### config.mk
export PLATFORM = sky130hd
export DESIGN_NAME = program_counter_flat
export DESIGN_NICKNAME = d
export VERILOG_FILES = /design/src/rtl/program_counter_if.sv /design/src/rtl/program_counter.sv /design/src/flat_wrapper.sv
export SDC_FILE = /design/constraint.sdc
export NUM_CORES = 1
export LEC_CHECK = 0
export CORE_MARGIN = 1
export CORE_UTILIZATION = 42
export DETAILED_ROUTE_END_ITERATION = 10
export HOLD_SLACK_MARGIN = 0.12
export PLACE_DENSITY_LB_ADDON = 0.25
export SLEW_MARGIN = 20
export SYNTH_ARGS = -nofsm -noshare
export SYNTH_HDL_FRONTEND = slang
export SYNTH_SLANG_ARGS = --single-unit
### constraint.sdc
create_clock -name clk -period 3.5 [get_ports clk]
set_input_delay 0.7 -clock clk [delete_from_list [all_inputs] [get_ports clk]]
set_output_delay 0.7 -clock clk [all_outputs]
set_load 0.05 [all_outputs]
### src/rtl/program_counter_if.sv
// Program-counter bus: next-PC load request from fetch logic and the registered PC results.
interface program_counter_if #(
  parameter int XLEN = 32
);
  logic            en;
  logic [XLEN-1:0] PC_in;
  logic [XLEN-1:0] PC_out;
  logic [XLEN-1:0] PC_plus4;
  logic            misalign_err;

  modport master (
    output en, PC_in,
    input  PC_out, PC_plus4, misalign_err
  );

  modport slave (
    input  en, PC_in,
    output PC_out, PC_plus4, misalign_err
  );
endinterface

### src/rtl/program_counter.sv
// RISC-V program counter: registered PC with load enable and combinational PC+4.
// Optional PC_ALIGN_CHECK_EN: force loaded PCs word-aligned and raise a sticky misalign_err.
module program_counter #(
  parameter int          XLEN         = 32,
  parameter logic [31:0] RESET_VECTOR = 32'h0000_0000
) (
  input  logic              clk,
  input  logic              reset,
  program_counter_if.slave  pc_bus
);

  localparam logic [XLEN-1:0] RV = XLEN'(RESET_VECTOR);

  logic [XLEN-1:0] r_pc;
  logic [XLEN-1:0] w_next_pc;

`ifdef PC_ALIGN_CHECK_EN
  logic r_misalign;
  logic w_misaligned;

  assign w_misaligned = |pc_bus.PC_in[1:0];
  assign w_next_pc    = {pc_bus.PC_in[XLEN-1:2], 2'b00};

  // Sticky until reset; stalled cycles never touch it.
  always_ff @(posedge clk) begin
    if (!reset)
      r_misalign <= 1'b0;
    else if (pc_bus.en && w_misaligned)
      r_misalign <= 1'b1;
  end

  assign pc_bus.misalign_err = r_misalign;
`else
  assign w_next_pc           = pc_bus.PC_in;
  assign pc_bus.misalign_err = 1'b0;
`endif

  always_ff @(posedge clk) begin
    if (!reset)
      r_pc <= RV;
    else if (pc_bus.en)
      r_pc <= w_next_pc;
  end

  assign pc_bus.PC_out   = r_pc;
  assign pc_bus.PC_plus4 = r_pc + XLEN'(4);

endmodule

### src/flat_wrapper.sv
// flat-port wrapper written by rule: the top's interface ports become plain ports
module program_counter_flat 
#(
  parameter int          XLEN         = 32,
  parameter logic [31:0] RESET_VECTOR = 32'h0000_0000
)
  (clk, reset, pc_bus_en, pc_bus_PC_in, pc_bus_PC_out, pc_bus_PC_plus4, pc_bus_misalign_err);
  program_counter_if #(.XLEN(XLEN)) pc_bus_i ();
  input  logic clk;
  input  logic reset;
  input wire logic [$bits(pc_bus_i.en)-1:0] pc_bus_en;
  input wire logic [$bits(pc_bus_i.PC_in)-1:0] pc_bus_PC_in;
  output wire logic [$bits(pc_bus_i.PC_out)-1:0] pc_bus_PC_out;
  output wire logic [$bits(pc_bus_i.PC_plus4)-1:0] pc_bus_PC_plus4;
  output wire logic [$bits(pc_bus_i.misalign_err)-1:0] pc_bus_misalign_err;
  assign pc_bus_i.en = pc_bus_en;
  assign pc_bus_i.PC_in = pc_bus_PC_in;
  assign pc_bus_PC_out = pc_bus_i.PC_out;
  assign pc_bus_PC_plus4 = pc_bus_i.PC_plus4;
  assign pc_bus_misalign_err = pc_bus_i.misalign_err;
  program_counter #(.XLEN(XLEN), .RESET_VECTOR(RESET_VECTOR)) u_core (.clk(clk), .reset(reset), .pc_bus(pc_bus_i));
endmodule
; ---- Word-level counts from Yosys, hierarchy flattened
; Index checks and enable logic that the tools add are counted.
[totals]
reg_bits = 32
latch_bits = 0
ram_bits = 0
mem_bits_ro = 0
out_inout_bits = 65
elab_cells = 2
n_memories = 0
[classes]
add_sub_neg = 1
n_mul = 0
div_mod_pow = 0
magnitude_cmp = 0
n_eq_ne = 0
shifts = 0
n_mux = 0
n_bitwise = 0
n_reduce_logical = 0
[ops]
columns = operator, count
row1 = "adder 32 x 3 -> 32 bit, second input constant", 1

; ---- Logic depth before layout (Yosys ltp)
; Gate-level depths: netlist of run 1.
[depth]
word_depth = 1
ltp_mapped = 6

; ---- Least setup slack after synthesis of run 1
; No wires, ideal clock.
[synth_timing]
path_type = register to output
startpoint = register u_core.r_pc[5] (netlist: u_core.pc_bus.PC_out[5])
endpoint = output pc_bus_PC_plus4[19]
arrival_time_ps = 2430
t_required_ps = 2800
path_slack_ps = 370
stages_incl_launch_ff = 5
cell_sequence = dfxtp_1 nand4_2 nor4_4 nand4_1 xnor2_1
[synth_via]
elab_chain_len = 1
[synth_lines]
columns = element, line
row1 = "start, declared", program_counter.sv:14  ; logic [XLEN-1:0] r_pc;
row2 = "start signal, assigned", program_counter.sv:42  ; r_pc <= w_next_pc;
row3 = adder 32 x 3 -> 32 bit, program_counter.sv:46  ; assign pc_bus.PC_plus4 = r_pc + XLEN'(4);
row4 = "end, declared", flat_wrapper.sv:14  ; output wire logic [$bits(pc_bus_i.PC_plus4)-1:0] pc_bus_PC_plus4;
; No other way between the ends.

; ---- Worst setup path in the final report of run 1
[layout_timing]
startpoint = register u_core.r_pc[16] (netlist: u_core.pc_bus.PC_out[16])
endpoint = output pc_bus_PC_plus4[29]
; The elaborated chain is that of the path after synthesis.

==> results of run 1 <==
-- timing repair --
action                                  CTS  global route
hold endpoints to repair                  0             0
buffers inserted                          0             1
gates resized for setup                   0             1
endpoints found under the setup margin    0             6
-- worst reg2reg max path, stage by stage (launching register included) --
cell and delay (ns):
dfxtp_1 0.46, mux2i_1 0.11, nor2b_1 0.15
-- Yosys cell counts --
cell      count
nand2_1      10
nor2b_1      32
nor3_1        1
xnor2_1      24
nand3_1      11
and4_2        1
nand4_1      13
xor2_1        4
nand4_2       1
buf_2         4
and3_1        1
inv_1         3
nor2_1        6
and4_1        2
ha_1          1
and2_1        2
dfxtp_1      32
buf_4         3
conb_1        1
mux2i_1      32
clkbuf_1      4
nor4_4        2
-- routing by layer --
metal  part of all wire  vias up  wire (um)  global-route usage
li1                   -      833          -                   -
met1               0.45      740       2090               0.257
met2               0.46       63       2130               0.336
met3              0.078        7        363              0.0794
met4              0.014        0         65              0.0745
met5                  0        -          0                   0
-- cell families after synthesis --
group                      share of synthesized area
and+or+nand+nor                                0.280
muxes                                          0.179
DFF                                            0.357
xor gates and xnor gates                       0.137
buffers and inverters                         0.0384
adders and majority gates                    0.00697
other                                        0.00209
-- worst paths after layout --
kind / from / endpoint / slack (ns) / cells after the start
worst max-delay path: u_core.pc_bus.PC_out[16]$_SDFFE_PN0P_ / pc_bus_PC_plus4[29] / 0.22 / 5
worst min-delay path: u_core.pc_bus.PC_out[1]$_SDFFE_PN0P_ / u_core.pc_bus.PC_out[1]$_SDFFE_PN0P_ / 0.55 / 2
worst max register to register: u_core.pc_bus.PC_out[16]$_SDFFE_PN0P_ / u_core.pc_bus.PC_out[16]$_SDFFE_PN0P_ / 2.72 / 2
worst min register to register: u_core.pc_bus.PC_out[1]$_SDFFE_PN0P_ / u_core.pc_bus.PC_out[1]$_SDFFE_PN0P_ / 0.55 / 2
-- cell type report --
type                            instances  share of cell area
Clock buffer                            6              0.0255
Clock inverter                          1             0.00176
Inverter                                3             0.00396
Multi-Input combinational cell        144               0.381
Sequential cell                        32               0.225
Tap cell                               50              0.0220
Timing Repair Buffer                  100               0.340
-- per-stage QoR --
stage,area (um2),setup WS (ns)
2_1_floorplan,1790,0.370
3_3_place_gp,2760,0.465
3_5_place_dp,2760,0.400
4_1_cts,2840,0.0997
5_1_grt,2850,0.0403
6_report,2850,0.223
-- placed cells by master (no fill, tap or decap) --
cell type        instances
nor4_4                   2
and4_1                   2
xor2_1                   4
and2_1                   2
ha_1                     1
nand4_2                  1
nor2_1                   6
conb_1                   1
mux2i_1                 32
dlymetal6s2s_1           1
and4_2                   1
buf_2                    1
clkinv_2                 1
nand4_1                 13
nor3_1                   1
clkbuf_1                 1
nand3_1                 11
and3_1                   1
clkbuf_8                 5
clkdlybuf4s50_1         86
dfxtp_1                 32
inv_1                    3
xnor2_1                 24
buf_4                   12
nor2b_1                 32
nand2_1                 10
-- power by group through the flow --
| stage | registers [mW] | logic [mW] | clock network (mW) |
|---|---|---|---|
| 5_1_grt | 0.423 | 0.367 | 0.283 |
| 2_1_floorplan | 0.496 | 0.152 | 0 |
| 3_5_place_dp | 0.427 | 0.352 | 0 |
| 4_1_cts | 0.419 | 0.353 | 0.269 |
| 3_3_place_gp | 0.425 | 0.351 | 0 |
| 6_report | 0.419 | 0.351 | 0.263 |
==> metrics.md, run 1 <==
| Metric | Value |
|---|---|
| First-pass GRT wire length | 7.04 mm |
| Final hold slack | 0.545 ns |
| Total gr overflow | 0 |
| All-layer global routing usage | 0.210 |
| Fin crit share | 0.936 |
| Clk sinks | 32 |
| CP required | 2.80 ns |
| Maxcap violations | 0 |
| Syn_nets | 226 |
| Worst-path fanout max | 8 |
| Fin util | 0.701 |
| Cts hold-fix bufs | 0 |
| ANT cells | 0 |
| Layout cells sized above 1 | 0.0804 |
| Most Frequent Cell on Critical Path | nand4_1 |
| Hold Path Class | flip-flop to flip-flop |
| Setup TNS Final | 0 ns |
| Post-Syn Instances | 190 |
| 1st-pass router iterations | 4 |
| CP Cell Sequence | nand4_1 > nor4_4 > nand4_1 > xnor2_1 > clkdlybuf4s50_1 |
| Reg area | 641 um2 |
| Finished Layout Cells | 336 |
| Kind of critical path | flip-flop to output pin |
| WL/cell | 13.8 um |
| Number of global-route vias before repair | 1522 |
| Core ar. | 0.00406 mm2 |
| Slew HR | 0.360 |
| CP arrival | 2.58 ns |
| Die Y | 67.4 um |
| Synth area leaders | dfxtp_1 36%, mux2i_1 18%, xnor2_1 12% |
| Synth-to-Final Area Change | 58.6% |
| Status | completed |
| Pleak | 1.13 nW |
| Power density over the cells | 363 mW/mm2 |
| Dpl hpwl | 3.34 mm |
| Site Rows | 23 |
| Area occupied by multi-input gates | 0.00108 mm2 |
| Worst-path clk slew | 0.06 ns |
| DR vias | 1643 |
| #FFs+latches synth | 32 |
| TritonCTS clock tree | yes |
| Cell variety after synth | 22 |
| Cell at the root of the clock tree | clkbuf_8 |
| Slew @ Worst Pin | 0.960 ns |
| CP max stage cell | clkdlybuf4s50_1 |
| Fillers | 332 |
| Worst stage delay on the critical path | 0.83 ns |
| YS warnings | 0 |
| Drt via density | 4.89 |
| # DRC | 0 |
| Initial antenna violation count | 0 |
| Psw | 0.372 mW |
| CP delay by family, top | simple AND/OR/NAND/NOR gates |
| Mapped cell area | 0.00179 mm2 |
| Internal power | 0.661 mW |
| Syn Area/Cell | 9.44 um2 |
| Fmax | 305 MHz |
| Final nets | 322 |
| Sequential element share of the synthesized area | 0.357 |
| Sequential Power Share | 0.405 |
| Crit path buffers/inverters | 1 |
| Setup Skew | 0 ns |
| Placed insts | 328 |
| Remaining antenna violation count after routing | 0 |
| Max Slew Vio Count | 0 |
| Net Sw Frac | 0.361 |
| Logic pwr share | 0.340 |
| Final hold vios | 0 |
| Startpoint Class | flip-flop |
| Port Buf Inserts | 98 |
| Synth top area share | 0.357 |
| DRT iter0 DRCs | 58 |
| Final min period | 3.28 ns |
| Tot Pwr | 1.03 mW |
| Initial Util | 0.442 |
| RSZ-0062 raised after global routing | false |
| I/O pin cnt | 100 |
| Fraction of power consumed by the clock network | 0.255 |
| Die ar. | 0.00454 mm2 |
| Largest area contributor in the synthesized netlist | dfxtp_1 |
| Crit end category | output pin |
| Maximum clock path buffer count | 2 |
| Max VDD drop | 0.246 mV |
| Die W | 67.4 um |
| Final number of setup-violating endpoints | 0 |
| Largest net degree at the start of global routing | 33 |
| Routed WL | 4.65 mm |
| Total CTS buffers | 5 |
| Final RePlAce weighted congestion | 0.778 |
| CTS HTree Levels | 2 |
| Max reg flops | 32 |
| Worst-Skew Late Latency | 0.28 ns |
Power figures use the tool's default switching activity.
==> run 2, diff against run 1 <==
--- a/config.mk
+++ b/config.mk
@@ -7,6 +7,7 @@
 export LEC_CHECK = 0
 export CORE_MARGIN = 1
 export CORE_UTILIZATION = 42
+export CTS_CLUSTER_DIAMETER = 50
 export DETAILED_ROUTE_END_ITERATION = 10
 export HOLD_SLACK_MARGIN = 0.12
 export PLACE_DENSITY_LB_ADDON = 0.25
==> results of run 2 <==
No change in the layout: final DEF, timing and power equal those of run 1.
==> patch (settings of run 1) <==
The option `PC_ALIGN_CHECK_EN` is turned on by a define.
--- a/src/rtl/program_counter.sv
+++ b/src/rtl/program_counter.sv
@@ -1,5 +1,7 @@
 // RISC-V program counter: registered PC with load enable and combinational PC+4.
 // Optional PC_ALIGN_CHECK_EN: force loaded PCs word-aligned and raise a sticky misalign_err.
+`define PC_ALIGN_CHECK_EN
+
 module program_counter #(
   parameter int          XLEN         = 32,
   parameter logic [31:0] RESET_VECTOR = 32'h0000_0000
Behaviour: not the same (Yosys sat finds a counterexample within 4 cycles, from zero or initial values and one cycle with reset low).
==> patch against run 1 <==
Setup slack improved by 93 ps. Critical path depth unchanged. Design area down 0.84%. Synthesized area decreased by 0.98%. Sequential cell count fell by 1. Sequential share of layout area shrank 0.52 points. Power grew 2.6%. Routed wire length fell by 5.7%. Critical path type unchanged. Largest power group unchanged.
==> patch: results (changes against run 1) <==
| Metric | Value |
|---|---|
| Status | `finished, final reports clean` |
| Sequential share of cell area | `22.0% (-0.52 points)` |
| GRT met2 Usage | `33.4% (-0.25 points)` |
| Share of layout cells above drive strength 1 | `8.65% (+0.61 points)` |
| Post-synthesis mux area share | `16.9% (-0.95 points)` |
| Synth top area cells | `dfxtp_1 35%, mux2i_1 17%, nor2b_1 11%` |
| RR Endpoint | `u_core.pc_bus.PC_out[8]` |
| Synth Area in Compound Gates | `0.845% (+0.85 points)` |
| WHS Endpoint | `u_core.pc_bus.misalign_err` |
| Grt met1 use | `24.2% (-1.5 points)` |
| Metal2 WL | `1.95 mm (-8.6%)` |
| Relative slew slack | `38.9% (+2.9 points)` |
| Filler instances | `330 (-0.60%)` |
| First-pass GRT wire length | `6.87 mm (-2.5%)` |
| IO Port Bufs | `95 (-3.1%)` |
| Largest net degree at the start of global routing | `32 (-3.0%)` |
| GRT Util Overall | `20.4% (-0.65 points)` |
| Inverter count | `5 (+2)` |
| Register share of total power | `38.2% (-2.3 points)` |
| WHS Path Cells | `1 (-1)` |
| Drt wl/cell | `12.9 µm (-6.5%)` |
| Sw frac | `35.0% (-1.0 points)` |
| Vias in the first global route | `1524 (+0.13%)` |
| Worst EP arrival | `2480 ps (-100 ps)` |
| Hold path startpoint | `u_core.pc_bus.misalign_err` |
| Reg-to-reg slack, setup | `2740 ps (+20 ps)` |
| Nonclk buf count | `97 (-3.0%)` |
patch: cell count changes in the layout (fill, tap and decap cells not counted), moves of 6 or more:
cell             change
clkdlybuf4s50_1      -8
nand3_1              -6
nand4_1              -6
nor3_1               +8
xnor2_1             -11
xor2_1              +11
patch: how the worst max path moves through the flow:
stage | start | slack (ps) | end | depth (start not counted)
after floorplan | u_core.pc_bus.PC_out[4] | 120 | pc_bus_PC_plus4[15] | 5
after global placement | u_core.pc_bus.PC_out[10] | 390 | pc_bus_PC_plus4[25] | 5
after detailed placement | u_core.pc_bus.PC_out[10] | 320 | pc_bus_PC_plus4[27] | 5
after CTS | u_core.pc_bus.PC_out[11] | 10 | pc_bus_PC_plus4[27] | 5
after global routing | u_core.pc_bus.PC_out[4] | 80 | pc_bus_PC_plus4[19] | 5
final | u_core.pc_bus.PC_out[4] | 320 | pc_bus_PC_plus4[19] | 5
patch: timing repair:
action,CTS,global route
hold buffers,0,0
endpoints found under the setup margin,0,5
resized for setup,0,5
